**src/rtl/stack_data_memory_pkg.sv**
```systemverilog
// Shared types for the stack-capable data memory.
// Fault cause codes reported alongside the one-cycle fault pulse.
package mem_pkg;

  typedef enum logic [2:0] {
    NONE      = 3'd0,
    WR_PROT   = 3'd1,
    OVERFLOW  = 3'd2,
    UNDERFLOW = 3'd3,
    MULTI_CMD = 3'd4
  } fault_code_e;

endpackage

```
**src/rtl/stack_data_memory_if.sv**
```systemverilog
// MEM-stage command/response bundle for the stack data memory.
// Master is the control unit side, slave is the memory.
interface stack_data_memory_if
  import mem_pkg::*;
#(
  parameter int DATA_W = 32,
  parameter int DEPTH  = 16
) ();
  localparam int AW = $clog2(DEPTH);

  logic [AW-1:0]     addr;
  logic              rd_en;
  logic              wr_en;
  logic              push;
  logic              pop;
  logic [DATA_W-1:0] wdata;
  logic [DATA_W-1:0] rdata;
  logic              rvalid;
  logic [AW:0]       sp;
  logic              full;
  logic              empty;
  logic              fault;
  fault_code_e       fault_code;

  modport master (
    output addr, rd_en, wr_en, push, pop, wdata,
    input  rdata, rvalid, sp, full, empty,
    input  fault, fault_code
  );

  modport slave (
    input  addr, rd_en, wr_en, push, pop, wdata,
    output rdata, rvalid, sp, full, empty,
    output fault, fault_code
  );
endinterface

```
**src/rtl/stack_data_memory_ram.sv**
```systemverilog
// Single-port synchronous RAM, registered read, no reset.
module stack_ram #(
  parameter int DATA_W = 32,
  parameter int DEPTH  = 16,
  parameter int AW     = $clog2(DEPTH)
) (
  input  logic              clk,
  input  logic              i_we,
  input  logic              i_re,
  input  logic [AW-1:0]     i_addr,
  input  logic [DATA_W-1:0] i_wdata,
  output logic [DATA_W-1:0] o_rdata
);
  logic [DATA_W-1:0] r_mem [DEPTH];
  logic [DATA_W-1:0] r_q;

  always_ff @(posedge clk) begin
    if (i_we) r_mem[i_addr] <= i_wdata;
    if (i_re) r_q <= r_mem[i_addr];
  end

  assign o_rdata = r_q;
endmodule

```
**src/rtl/stack_data_memory.sv**
```systemverilog
// Data memory with a hardware-managed upward-growing stack region.
// Owns sp, flags illegal commands with a registered cause code.
module stack_data_memory
  import mem_pkg::*;
#(
  parameter int DATA_W     = 32,
  parameter int DEPTH      = 16,
  parameter int STACK_BASE = DEPTH / 2
) (
  input logic           clk,
  input logic           rst_n,
  stack_data_memory_if.slave bus
);
  localparam int AW = $clog2(DEPTH);
  localparam logic [AW:0] SP_BASE = (AW+1)'(STACK_BASE);
  localparam logic [AW:0] SP_TOP  = (AW+1)'(DEPTH);

  logic [AW:0]       r_sp;
  logic              r_rvalid;
  logic              r_fault;
  logic              r_has_data;
  fault_code_e       r_fault_code;

  logic [2:0]        w_ncmd;
  logic              w_multi;
  logic              w_full;
  logic              w_empty;
  logic              w_in_data;
  logic              w_rd;
  logic              w_wr;
  logic              w_push;
  logic              w_pop;
  logic              w_we;
  logic              w_re;
  logic [AW-1:0]     w_top_addr;
  logic [AW-1:0]     w_ram_addr;
  logic [DATA_W-1:0] w_ram_q;
  fault_code_e       w_fcode;

  assign w_ncmd = 3'(bus.rd_en) + 3'(bus.wr_en)
                + 3'(bus.push) + 3'(bus.pop);
  assign w_multi   = w_ncmd > 3'd1;
  assign w_full    = r_sp == SP_TOP;
  assign w_empty   = r_sp == SP_BASE;
  assign w_in_data = {1'b0, bus.addr} < SP_BASE;

  assign w_rd   = bus.rd_en & ~w_multi;
  assign w_wr   = bus.wr_en & ~w_multi & w_in_data;
  assign w_push = bus.push & ~w_multi & ~w_full;
  assign w_pop  = bus.pop & ~w_multi & ~w_empty;

  // Reset overrides any command, including the RAM side
  assign w_we = rst_n & (w_wr | w_push);
  assign w_re = rst_n & (w_rd | w_pop);

  assign w_top_addr = r_sp[AW-1:0] - AW'(1);

  always_comb begin
    w_ram_addr = bus.addr;
    unique case (1'b1)
      w_push:  w_ram_addr = r_sp[AW-1:0];
      w_pop:   w_ram_addr = w_top_addr;
      default: w_ram_addr = bus.addr;
    endcase
  end

  always_comb begin
    w_fcode = NONE;
    unique case (1'b1)
      w_multi:                          w_fcode = MULTI_CMD;
      ~w_multi & bus.wr_en & ~w_in_data: w_fcode = WR_PROT;
      ~w_multi & bus.push & w_full:     w_fcode = OVERFLOW;
      ~w_multi & bus.pop & w_empty:     w_fcode = UNDERFLOW;
      default:                          w_fcode = NONE;
    endcase
  end

  stack_ram #(
    .DATA_W (DATA_W),
    .DEPTH  (DEPTH),
    .AW     (AW)
  ) u_ram (
    .clk     (clk),
    .i_we    (w_we),
    .i_re    (w_re),
    .i_addr  (w_ram_addr),
    .i_wdata (bus.wdata),
    .o_rdata (w_ram_q)
  );

  always_ff @(posedge clk) begin
    if (!rst_n) begin
      r_sp         <= SP_BASE;
      r_rvalid     <= 1'b0;
      r_fault      <= 1'b0;
      r_fault_code <= NONE;
      r_has_data   <= 1'b0;
    end else begin
      r_rvalid     <= w_re;
      r_fault      <= w_fcode != NONE;
      r_fault_code <= w_fcode;
      if (w_re) r_has_data <= 1'b1;
      if (w_push) r_sp <= r_sp + (AW+1)'(1);
      else if (w_pop) r_sp <= r_sp - (AW+1)'(1);
    end
  end

  // RAM has no reset, so mask its output until the first read
  assign bus.rdata      = r_has_data ? w_ram_q : '0;
  assign bus.rvalid     = r_rvalid;
  assign bus.sp         = r_sp;
  assign bus.full       = w_full;
  assign bus.empty      = w_empty;
  assign bus.fault      = r_fault;
  assign bus.fault_code = r_fault_code;
endmodule

```
**src/flat_wrapper.sv**
```systemverilog
// flat-port wrapper written by rule: the top's interface ports become plain ports
module stack_data_memory_flat import mem_pkg::*;
#(
  parameter int DATA_W     = 32,
  parameter int DEPTH      = 16,
  parameter int STACK_BASE = DEPTH / 2
)
  (clk, rst_n, bus_addr, bus_rd_en, bus_wr_en, bus_push, bus_pop, bus_wdata, bus_rdata, bus_rvalid, bus_sp, bus_full, bus_empty, bus_fault, bus_fault_code);
  stack_data_memory_if #(.DATA_W(DATA_W), .DEPTH(DEPTH)) bus_i ();
  input logic clk;
  input logic rst_n;
  input wire logic [$bits(bus_i.addr)-1:0] bus_addr;
  input wire logic [$bits(bus_i.rd_en)-1:0] bus_rd_en;
  input wire logic [$bits(bus_i.wr_en)-1:0] bus_wr_en;
  input wire logic [$bits(bus_i.push)-1:0] bus_push;
  input wire logic [$bits(bus_i.pop)-1:0] bus_pop;
  input wire logic [$bits(bus_i.wdata)-1:0] bus_wdata;
  output wire logic [$bits(bus_i.rdata)-1:0] bus_rdata;
  output wire logic [$bits(bus_i.rvalid)-1:0] bus_rvalid;
  output wire logic [$bits(bus_i.sp)-1:0] bus_sp;
  output wire logic [$bits(bus_i.full)-1:0] bus_full;
  output wire logic [$bits(bus_i.empty)-1:0] bus_empty;
  output wire logic [$bits(bus_i.fault)-1:0] bus_fault;
  output wire logic [$bits(bus_i.fault_code)-1:0] bus_fault_code;
  assign bus_i.addr = bus_addr;
  assign bus_i.rd_en = bus_rd_en;
  assign bus_i.wr_en = bus_wr_en;
  assign bus_i.push = bus_push;
  assign bus_i.pop = bus_pop;
  assign bus_i.wdata = bus_wdata;
  assign bus_rdata = bus_i.rdata;
  assign bus_rvalid = bus_i.rvalid;
  assign bus_sp = bus_i.sp;
  assign bus_full = bus_i.full;
  assign bus_empty = bus_i.empty;
  assign bus_fault = bus_i.fault;
  assign bus_fault_code = bus_i.fault_code;
  stack_data_memory #(.DATA_W(DATA_W), .DEPTH(DEPTH), .STACK_BASE(STACK_BASE)) u_core (.clk(clk), .rst_n(rst_n), .bus(bus_i));
endmodule
```
**config.mk**
```make
export PLATFORM = sky130hd
export DESIGN_NAME = stack_data_memory_flat
export DESIGN_NICKNAME = d
export VERILOG_FILES = /design/src/rtl/stack_data_memory_pkg.sv /design/src/rtl/stack_data_memory_if.sv /design/src/rtl/stack_data_memory_ram.sv /design/src/rtl/stack_data_memory.sv /design/src/flat_wrapper.sv
export SDC_FILE = /design/constraint.sdc
export NUM_CORES = 1
export LEC_CHECK = 0
export CORE_ASPECT_RATIO = 1.5
export CORE_MARGIN = 2
export CORE_UTILIZATION = 30
export CTS_CLUSTER_SIZE = 14
export DETAILED_ROUTE_END_ITERATION = 10
export DONT_BUFFER_PORTS = 1
export RECOVER_POWER = 100
export SLEW_MARGIN = 25
export SYNTH_ARGS = -nofsm -noshare
export SYNTH_HDL_FRONTEND = slang
export SYNTH_SLANG_ARGS = --single-unit
```
**constraint.sdc**
```tcl
create_clock -name clk -period 6.8 [get_ports clk]
set_input_delay 1.02 -clock clk [delete_from_list [all_inputs] [get_ports clk]]
set_output_delay 1.02 -clock clk [all_outputs]
set_load 0.01 [all_outputs]
```
==> impl_metrics.json, run 1 <==
{
  "post-route-min-period_ns": 5.762,
  "synthesis.area_mm2": 0.02245,
  "postLayoutCoreUtil": 0.3374,
  "ys_async_sr_fraction": 0,
  "run_status": "finished, violations left",
  "postSynthNetCount": 1627,
  "path_max_fanout": 24,
  "postRouteWirelength_um": 59940,
  "postSynthCellCount": 1574,
  "endpoint_kind": "flop",
  "setup-violations-final": 0,
  "synthesis.area_per_instance_um2": 14.27,
  "critPathArrivalTime_ns": 6.07,
  "synth_simple_gate_area_frac": 0.08765,
  "setup.reg_to_reg.worst_slack_ns": 1.04,
  "worst_setup_hold_path_clk_slew_ns": 0.06,
  "floorplan.core_area_mm2": 0.07388,
  "power.leakage_nw": 7.854,
  "power.clock.fraction": 0.317,
  "final_max_slew_viol_count": 33,
  "r2r_end": "u_core.u_ram.o_rdata[11]$_DFFE_PP_",
  "cts_resized": 0,
  "largest_voltage_drop_on_the_vdd_net_mv": 0.1914,
  "finalNetCount": 1576,
  "relSlewSlack": -0.7431,
  "p_seq_frac": 0.493,
  "multi_input_comb_area_mm2": 0.005445,
  "die_width_um": 227.4,
  "yosys_warnings": 0,
  "die_area_mm2": 0.07710,
  "clkLatencyLatePin_ns": 0.59,
  "yosys.area.top_type": "sky130_fd_sc_hd__edfxtp_1",
  "worstReg2RegStart": "u_core.bus.sp[0]$_SDFFE_PN0N_",
  "max_cap_viol": 1,
  "ys_top_cells_by_area": "sky130_fd_sc_hd__edfxtp_1, sky130_fd_sc_hd__nand3_1, sky130_fd_sc_hd__o21ai_0",
  "yosysMostFrequentCell": "sky130_fd_sc_hd__edfxtp_1",
  "yosys-top-cells-count": "sky130_fd_sc_hd__edfxtp_1, sky130_fd_sc_hd__nand3_1, sky130_fd_sc_hd__o21ai_0",
  "cell_internal_pwr_mw": 5.676,
  "setup_tns_ns": 0,
  "finalClockSkew_ns": 0.01441,
  "worstHoldPathType": "input pin to flop",
  "postRouteAntennaNets": 0,
  "failing_checks": "capacitance limit, slew limit",
  "port_buffers": 0,
  "core.rowCount": 122,
  "timing_endpoint_of_the_critical_path": "u_core.u_ram.o_rdata[11]$_DFFE_PP_",
  "cts-htree-levels": 2,
  "diodes": 0,
  "clock_path_buffers": 3,
  "tritoncts.num_buffers": 48,
  "ff_latch_area_mm2": 0.01656,
  "dieHeight_um": 339.1,
  "synth-adder-area-share": 0.006464,
  "floorplan.initialDensity": 0.3039,
  "gr-total-overflow": 0,
  "area_growth_syn_to_layout_pct": 11.02,
  "placement.cell_area_mm2": 0.02364,
  "cts_root_buf": "sky130_fd_sc_hd__clkbuf_16",
  "buffer_count_from_post_cts_setup_fixing": 0,
  "post-route-cell-area_mm2": 0.02493,
  "combPwrFrac": 0.190,
  "grt_max_degree": 161,
  "upper_clock_frequency_limit_mhz": 173.6,
  "grt_usage": 0.1532,
  "pwr_density_cell_mw_per_mm2": 319.9,
  "rsz0062_at_grt": "false",
  "reg2regPathDepth": 10,
  "first_iter_violations": 1342,
  "global_route_wire_length_before_repair_um": 89040,
  "compound_gate_fraction_of_synth_area": 0.1382,
  "route.detailed.wl_per_inst_um": 23.60,
  "dr_vias": 13560,
  "p_switching_mw": 2.298,
  "timing.critical_path.from": "u_core.bus.sp[0]$_SDFFE_PN0N_",
  "drc_errors": 0,
  "timing_worst_setup_path_type": "flop to flop",
  "cts_hold_buffers": 0,
  "first_global_vias": 13430,
  "worst-slew-pin-transition_ns": 2.615,
  "first_pass_iters": 5,
  "fill_cells": 7102,
  "initial_antenna_violation_count": 1,
  "swShare": 0.2882,
  "synthDominantCellAreaShare": 0.7275,
  "cp.required_ns": 7.11,
  "synth-edff-count": 544,
  "cts_num_sinks": 555,
  "io_pins": 86,
  "cts_tree": "done",
  "globalplace.congestion": 0.7968,
  "yosys.area_share.xor_xnor": 0.001950,
  "detailedPlacementHpwl_um": 34030,
  "synthMuxAreaShare": 0,
  "fin_crit_sh": 0.8473,
  "post_route_cells_drive_above_1_share": 0.07429,
  "report.final.hold_viol_count": 0,
  "synth_sequential_area_ratio": 0.7373,
  "largest_family_of_logic_cells_by_synthesized_area": "compound AO/OA/AOI/OAI gates",
  "postSynth.topFlopCell": "sky130_fd_sc_hd__edfxtp_1",
  "synth.ff_latch_count": 555,
  "post_synth_num_cell_types": 50,
  "crit_path_start_kind": "flop",
  "via_per_inst": 5.340
}
[logic make-up (layout without fill, tap and decap cells)]
family,Yosys count,after routing
AND/OR/NAND/NOR,384,384
flip-flops,555,555
AO/OA/AOI/OAI,478,478
XOR/XNOR,5,5
adder cells (fa/ha/maj),11,11
buffers and inverters,141,115
[worst min-delay path by stage]
stage,depth (start not counted),slack [ns],startpoint,endpoint
after CTS,1,0.48,rst_n,u_core.bus.sp[3]$_SDFFE_PN1N_
final,1,0.50,rst_n,u_core.bus.sp[3]$_SDFFE_PN1N_
after global placement,4,0.67,u_core.u_ram.r_mem[10][20]$_DFFE_PP_,u_core.u_ram.o_rdata[20]$_DFFE_PP_
after floorplan,1,0.51,u_core.r_has_data$_SDFFE_PN0P_,u_core.r_has_data$_SDFFE_PN0P_
after global routing,1,0.50,rst_n,u_core.bus.sp[3]$_SDFFE_PN1N_
after detailed placement,4,0.68,u_core.u_ram.r_mem[10][20]$_DFFE_PP_,u_core.u_ram.o_rdata[20]$_DFFE_PP_
[area by class of cell]
cell class                 instances  area share
clock buffer                      61     0.05185
clock inverter                    14    0.003112
inverter                           6   0.0009034
multi-input combinational        878      0.2184
sequential                       555      0.6641
tap                              992     0.04979
timing repair buffer              34     0.01179
[through the flow]
step	total power [mW]	setup WS [ns]	cells	hold WS [ns]
2_1_floorplan	5.073	1.275	1574	0.5053
3_3_place_gp	5.540	1.391	2465	0.6680
3_5_place_dp	5.557	1.225	2465	0.6777
4_1_cts	8.055	1.702	2540	0.4764
5_1_grt	8.268	0.8054	2540	0.4963
6_report	7.974	1.039	2540	0.5040
[state kept, by name, indices dropped and copies added, names as in the netlist]
name / cells
u_core.u_ram.r_mem: 512
u_core.u_ram.o_rdata: 32
u_core.bus.sp: 5
u_core.bus.fault_code: 3
u_core.bus.fault: 1
u_core.bus.rvalid: 1
u_core.r_has_data: 1
[critical path: stages, from the launching register on]
cell and delay [ns]:
sky130_fd_sc_hd__dfxtp_1 0.71, sky130_fd_sc_hd__inv_1 0.18, sky130_fd_sc_hd__ha_1 0.25, sky130_fd_sc_hd__nand4bb_1 0.26
sky130_fd_sc_hd__inv_1 0.20, sky130_fd_sc_hd__o32ai_1 1.22, sky130_fd_sc_hd__nor2_1 0.25, sky130_fd_sc_hd__nor2_1 0.38
sky130_fd_sc_hd__nand2b_1 0.59, sky130_fd_sc_hd__clkbuf_2 0.65, sky130_fd_sc_hd__o311ai_0 0.73
[per-layer routing]
layer,GRT usage,vias to the layer above,share of wire
met5,0,-,0
li1,-,6073,-
met2,0.2724,465,0.53
met1,0.1863,6937,0.39
met4,0.05270,0,0.030
met3,0.02453,89,0.056
[placed cells by master (no fill, tap or decap), types with 6 or more instances in the layout]
master and count:
sky130_fd_sc_hd__a21o_1 66, sky130_fd_sc_hd__o311ai_0 27, sky130_fd_sc_hd__a21oi_1 105, sky130_fd_sc_hd__dfxtp_1 11, sky130_fd_sc_hd__a31oi_1 32, sky130_fd_sc_hd__and2_0 31
sky130_fd_sc_hd__and3_1 33, sky130_fd_sc_hd__o21ai_0 131, sky130_fd_sc_hd__inv_1 6, sky130_fd_sc_hd__clkbuf_1 18, sky130_fd_sc_hd__buf_12 6, sky130_fd_sc_hd__nor2_4 17
sky130_fd_sc_hd__nor2_1 11, sky130_fd_sc_hd__ha_1 10, sky130_fd_sc_hd__clkinv_2 6, sky130_fd_sc_hd__a211oi_1 33, sky130_fd_sc_hd__buf_4 17, sky130_fd_sc_hd__nand2_1 46
sky130_fd_sc_hd__nand3_1 227, sky130_fd_sc_hd__clkbuf_16 50, sky130_fd_sc_hd__a32oi_1 32, sky130_fd_sc_hd__edfxtp_1 544, sky130_fd_sc_hd__a211o_1 34
[power by group through the flow]
stage | Sequential [mW] | Clock (mW) | Combinational [mW]
after floorplan | 3.98 | 0 | 1.10
after global placement | 4.01 | 0 | 1.53
after detailed placement | 4.01 | 0 | 1.55
after CTS | 3.93 | 2.56 | 1.56
after global routing | 3.94 | 2.68 | 1.65
final | 3.93 | 2.53 | 1.52
(Power assumes the default switching activity.)
==> run 2: changes to the inputs <==
- clock period: 6.8 -> 5.5 ns (I/O delays scaled with it)
==> run 2 against run 1 <==
The run still ends with capacitance limit, slew limit left. Clock skew rose by 0.0071 ns. Register-to-register slack got worse by 0.38 ns. Worst setup slack got worse by 0.38 ns. Die area did not move. Clock power rose by 22%. First-iteration DRC count fell by 14%. Maximum frequency rose by 19%. Via count rose by 1.4%. Flip-flop and latch count did not move. Final area rose by 0.49%. Cell count rose by 0.31%. Critical endpoint is now u_core.u_ram.r_mem[9][10]$_DFFE_PP_. Highest routed layer unchanged.
==> impl_metrics.json, run 2 (synthesized netlist as in run 1, its figures left out) <==
{
  "run_status": "finished, violations left",
  "failing_checks": "capacitance limit, slew limit",
  "globalplace.congestion": 0.7994,
  "dr_vias": 13760,
  "timing.critical_path.from": "u_core.bus.sp[0]$_SDFFE_PN0N_",
  "buffer_count_from_post_cts_setup_fixing": 0,
  "tritoncts.num_buffers": 47,
  "detailedPlace.worstSlack_ns": 0.6283,
  "port_buffers": 0,
  "clkLatencyLatePin_ns": 0.58,
  "postRouteWirelength_um": 61330,
  "core.rowCount": 122,
  "upper_clock_frequency_limit_mhz": 206.4,
  "power.leakage_nw": 7.934,
  "io_pins": 86,
  "gr-total-overflow": 0,
  "critPathMaxStageDelay_ns": 0.93,
  "route.detailed.wl_per_inst_um": 24.07,
  "final_max_slew_viol_count": 53,
  "min_from": "rst_n",
  "largest_voltage_drop_on_the_vdd_net_mv": 0.1930,
  "report.final.hold_viol_count": 0,
  "postLayoutCoreUtil": 0.3391,
  "cp.required_ns": 5.74,
  "worst-slew-pin-transition_ns": 2.662,
  "area_growth_syn_to_layout_pct": 11.56,
  "placement.cell_area_mm2": 0.02384,
  "drc_errors": 0,
  "post-route-min-period_ns": 4.846,
  "worstReg2RegStart": "u_core.bus.sp[0]$_SDFFE_PN0N_",
  "critPathBufInv": 3,
  "post_route_cells_drive_above_1_share": 0.08033,
  "floorplan.initialDensity": 0.3039,
  "grt_max_degree": 161,
  "postRouteAntennaNets": 0,
  "setup.reg_to_reg.worst_slack_ns": 0.65,
  "critical_path.cell_chain": "inv_1 -> ha_1 -> nand4bb_1 -> inv_1 -> nor3_1 -> a211oi_4 -> a31oi_1 -> nand2_1 -> nor2_2 -> buf_4",
  "worst_setup_hold_path_clk_slew_ns": 0.07,
  "cts_tree": "done",
  "cts-htree-levels": 2,
  "finalNetCount": 1590,
  "leading_cell_type_in_the_layout_fill_and_taps_excluded": "sky130_fd_sc_hd__edfxtp_1",
  "cts_resized": 0,
  "crit_path_start_kind": "flop",
  "top_register": "u_core.u_ram.r_mem",
  "cts_num_sinks": 555,
  "die_area_mm2": 0.07710,
  "initial_antenna_violation_count": 0,
  "floorplan.core_area_mm2": 0.07388,
  "cts_root_buf": "sky130_fd_sc_hd__clkbuf_16",
  "via_per_inst": 5.400,
  "path_max_fanout": 18,
  "grt_usage": 0.1561,
  "cts_hold_buffers": 0,
  "most-common-layout-cells": "sky130_fd_sc_hd__edfxtp_1, sky130_fd_sc_hd__nand3_1, sky130_fd_sc_hd__o21ai_0",
  "first_global_vias": 13810,
  "final.hold.worst_slack_ns": 0.3123,
  "detailedPlacementHpwl_um": 35260,
  "global_route_wire_length_before_repair_um": 90580,
  "post-route-cell-area_mm2": 0.02505,
  "setup_tns_ns": 0,
  "first_iter_violations": 1153,
  "endpoint_kind": "flop",
  "critical-path-top-delay-family": "simple AND/OR/NAND/NOR gates",
  "max_cap_viol": 2,
  "timing.critical_path.mode_cell": "sky130_fd_sc_hd__inv_1",
  "timing_worst_setup_path_type": "flop to flop",
  "rsz0062_at_grt": "false",
  "worstHoldPathType": "input pin to flop",
  "clock_path_buffers": 3,
  "critPathSlowestCell": "sky130_fd_sc_hd__nor2_2",
  "dieHeight_um": 339.1,
  "postLayoutSetupSlackWorst_ns": 0.6540,
  "setup-violations-final": 0,
  "finalClockSkew_ns": 0.02153,
  "relSlewSlack": -0.7813,
  "critPathArrivalTime_ns": 5.08,
  "pwr_density_cell_mw_per_mm2": 394.3,
  "fill_cells": 7156,
  "diodes": 0,
  "largest_reg_flops": 512,
  "first_pass_iters": 5,
  "fin_crit_sh": 0.8811,
  "die_width_um": 227.4
}
[run 2: cell count changes in the layout (fill, tap and decap cells not counted), sizes merged]
| cell | change |
|---|---|
| clkinv | -5 |
| bufinv | +1 |
| clkinvlp | -2 |
| buf | +13 |
| clkbuf | +1 |
[run 2: final timing paths]
kind,to,depth (start not counted)
worst min register to register,u_core.bus.sp[4]$_SDFFE_PN0N_,2
worst max register to register,u_core.u_ram.r_mem[9][10]$_DFFE_PP_,10
worst max-delay path,u_core.u_ram.r_mem[9][10]$_DFFE_PP_,10
worst min-delay path,u_core.bus.sp[3]$_SDFFE_PN1N_,1
[run 2: where the power goes]
part | leakage, nW | total [mW] | switching (mW) | internal (mW)
logic | 2.30 | 1.92 | 1.32 | 0.602
registers | 4.99 | 4.86 | 0.0693 | 4.79
clock network | 0.644 | 3.09 | 1.44 | 1.65
[run 2: stage by stage]
stage	instances	power (mW)
finish	2548	9.877
global route	2548	10.23
CTS	2548	9.997
detailed placement	2480	6.942
global placement	2480	6.911
floorplan	1574	6.272
[run 2: final cells by class]
cell class / instances / area, um^2 / area share
Sequential cell: 555 / 16560 / 0.6609
Clock buffer: 60 / 1267 / 0.05060
Tap cell: 992 / 1241 / 0.04955
Inverter: 6 / 22.52 / 0.0008991
Multi-Input combinational cell: 878 / 5408 / 0.2159
Timing Repair Buffer: 49 / 494.2 / 0.01973
Clock inverter: 8 / 61.31 / 0.002447
[run 2: per-layer routing]
metal  GRT usage  part of all wire  vias to the layer above
li1            -                 -                     6096
met1      0.1748              0.36                     7068
met2      0.2860              0.53                      478
met3     0.02644             0.062                      116
met4     0.06972             0.044                        0
met5           0                 0                        -
[run 2: worst register-to-register path, cell delays in order, from the launching register on]
cell,delay [ns]
sky130_fd_sc_hd__dfxtp_1,0.67
sky130_fd_sc_hd__inv_1,0.17
sky130_fd_sc_hd__ha_1,0.24
sky130_fd_sc_hd__nand4bb_1,0.27
sky130_fd_sc_hd__inv_1,0.20
sky130_fd_sc_hd__nor3_1,0.61
sky130_fd_sc_hd__a211oi_4,0.10
sky130_fd_sc_hd__a31oi_1,0.51
sky130_fd_sc_hd__nand2_1,0.32
sky130_fd_sc_hd__nor2_2,0.93
sky130_fd_sc_hd__buf_4,0.46
==> run 3: changes to the inputs <==
- clock period: 5.5 -> 4.2 ns (I/O delays scaled with it)
==> run 3 against run 2 <==
Largest power group unchanged. Cell count rose by 1.8%. Clock skew is 0.0032 ns lower. The run now ends clean. First-iteration DRC count shrank 4.9%. Critical path type is now input pin to flop. Highest routed layer unchanged. Critical endpoint is now u_core.u_ram.o_rdata[1]$_DFFE_PP_.
==> impl_metrics.json, run 3 (synthesized netlist as in run 1, its figures left out) <==
{
  "hold_path_cells": 1,
  "report.power.total_mw": 13.14,
  "combPwrFrac": 0.215,
  "post-route-min-period_ns": 3.795,
  "most-common-layout-cells": "sky130_fd_sc_hd__edfxtp_1, sky130_fd_sc_hd__nand3_1, sky130_fd_sc_hd__o21ai_0",
  "p_switching_mw": 3.765,
  "die_area_mm2": 0.07710,
  "timing_worst_setup_path_type": "input pin to flop",
  "detailedPlacementHpwl_um": 37220,
  "io_pins": 86,
  "clock_path_buffers": 3,
  "run_status": "finished, final reports clean",
  "p_seq_frac": 0.483,
  "first_iter_violations": 1097,
  "cp.required_ns": 4.50,
  "leading_cell_type_in_the_layout_fill_and_taps_excluded": "sky130_fd_sc_hd__edfxtp_1",
  "cts_resized": 0,
  "crit_path_start_kind": "input pin",
  "cell_internal_pwr_mw": 9.375,
  "floorplan.initialDensity": 0.3039,
  "total_placed_cells_including_tap_cells": 2529,
  "cts_root_buf": "sky130_fd_sc_hd__clkbuf_16",
  "grt_usage": 0.1581,
  "post_route_cells_drive_above_1_share": 0.1075,
  "pwr_density_cell_mw_per_mm2": 508.6,
  "final_max_slew_viol_count": 0,
  "initial_antenna_violation_count": 0,
  "largest_voltage_drop_on_the_vdd_net_mv": 0.2815,
  "tritoncts.num_buffers": 47,
  "postRouteAntennaNets": 0,
  "cts-htree-levels": 2,
  "worstHoldPathType": "input pin to flop",
  "relSlewSlack": 0.01244,
  "setup-violations-final": 0,
  "path_max_fanout": 33,
  "buffer_count_from_post_cts_setup_fixing": 0,
  "dieHeight_um": 339.1,
  "endpoint_kind": "flop",
  "reg2regPathDepth": 11,
  "final.hold.worst_slack_ns": 0.1112,
  "area_growth_syn_to_layout_pct": 15.06,
  "clkLatencyLatePin_ns": 0.58,
  "top_register": "u_core.u_ram.r_mem",
  "first_global_vias": 13870,
  "global_route_wire_length_before_repair_um": 91250,
  "cts_hold_buffers": 0,
  "worst_setup_hold_path_clk_slew_ns": 0.06,
  "grt_max_degree": 73,
  "power.clock.fraction": 0.303,
  "core.rowCount": 122,
  "layoutNonFillerInstCount": 2593,
  "largest_reg_flops": 512,
  "first_pass_iters": 5,
  "cts_tree": "done",
  "via_per_inst": 5.369,
  "upper_clock_frequency_limit_mhz": 263.5,
  "max_cap_viol": 0,
  "cts_num_sinks": 555,
  "postRouteWirelength_um": 61980,
  "worst-slew-pin-transition_ns": 1.479,
  "power.leakage_nw": 8.307,
  "swShare": 0.2865,
  "drc_errors": 0,
  "critPathArrivalTime_ns": 4.10,
  "floorplan.core_area_mm2": 0.07388,
  "finalNetCount": 1639,
  "fin_crit_sh": 0.9036,
  "gr-total-overflow": 0,
  "globalplace.congestion": 0.8000,
  "report.final.hold_viol_count": 0,
  "rsz0062_at_grt": "false",
  "port_buffers": 0,
  "die_width_um": 227.4,
  "route.detailed.wl_per_inst_um": 23.90,
  "dr_vias": 13920,
  "finalClockSkew_ns": 0.01834
}
## run 3: changes by cell type in the layout (fill, tap and decap cells not counted), sizes merged
| cell | delta |
|---|---|
| clkinvlp | +1 |
| buf | +49 |
| inv | +1 |
| bufinv | -1 |
| clkinv | -2 |
| diode | +1 |
| clkbuf | -4 |
## run 3: power by group through the flow
stage | Clock, mW | Combinational, mW | Sequential [mW]
after detailed placement | 0 | 2.89 | 6.47
after floorplan | 0 | 1.81 | 6.43
after CTS | 4.04 | 2.91 | 6.35
after global routing | 4.22 | 3.05 | 6.36
after global placement | 0 | 2.86 | 6.47
final | 3.98 | 2.82 | 6.35
## run 3: stage by stage
stage / utilization / instance area [um^2] / setup TNS, ns / worst slack [ns]
after floorplan: - / 22590 / -14.14 / -0.1550
after global placement: 0.3340 / 24670 / 0 / 0.05617
after detailed placement: 0.3343 / 24700 / 0 / 0.01838
after CTS: 0.3518 / 25990 / 0 / 0.6238
after global routing: 0.3497 / 25830 / 0 / 0.2409
final: 0.3497 / 25840 / 0 / 0.4051
## run 3: worst paths after layout
| kind | start | end | slack [ns] |
|---|---|---|---|
| worst min register to register | u_core.bus.sp[0]$_SDFFE_PN0N_ | u_core.bus.sp[0]$_SDFFE_PN0N_ | 0.62 |
| worst max-delay path | bus_wr_en | u_core.u_ram.o_rdata[1]$_DFFE_PP_ | 0.41 |
| worst min-delay path | rst_n | u_core.bus.sp[3]$_SDFFE_PN1N_ | 0.11 |
| worst max register to register | u_core.bus.sp[3]$_SDFFE_PN1N_ | u_core.u_ram.o_rdata[3]$_DFFE_PP_ | 0.44 |
## run 3: metal layers
metal | vias up | global-route usage | routed length, um
li1 | 6184 | - | -
met3 | 131 | 0.02626 | 3497
met1 | 7153 | 0.1825 | 23220
met4 | 0 | 0.07176 | 2576
met5 | - | 0 | 0
met2 | 453 | 0.2830 | 32690
## run 3: layout make-up
class / instances / area [um^2]
Tap cell: 992 / 1241
Clock buffer: 56 / 1252
Antenna cell: 1 / 2.502
Timing Repair Buffer: 98 / 1306
Multi-Input combinational cell: 878 / 5415
Clock inverter: 7 / 40.04
Fill cell: 7056 / 48040
Sequential cell: 555 / 16560
Inverter: 6 / 22.52
## run 3: worst max-delay path, stage by stage
cell                       delay (ns)
sky130_fd_sc_hd__ha_1            0.28
sky130_fd_sc_hd__ha_1            0.31
sky130_fd_sc_hd__or4b_1          0.58
sky130_fd_sc_hd__or2_0           0.27
sky130_fd_sc_hd__inv_1           0.14
sky130_fd_sc_hd__ha_1            0.18
sky130_fd_sc_hd__inv_1           0.08
sky130_fd_sc_hd__o21a_4          0.26
sky130_fd_sc_hd__nor2_4          0.22
sky130_fd_sc_hd__buf_12          0.20
sky130_fd_sc_hd__buf_12          0.20
sky130_fd_sc_hd__a21o_1          0.14
sky130_fd_sc_hd__a21oi_1         0.04
sky130_fd_sc_hd__o311ai_0        0.52
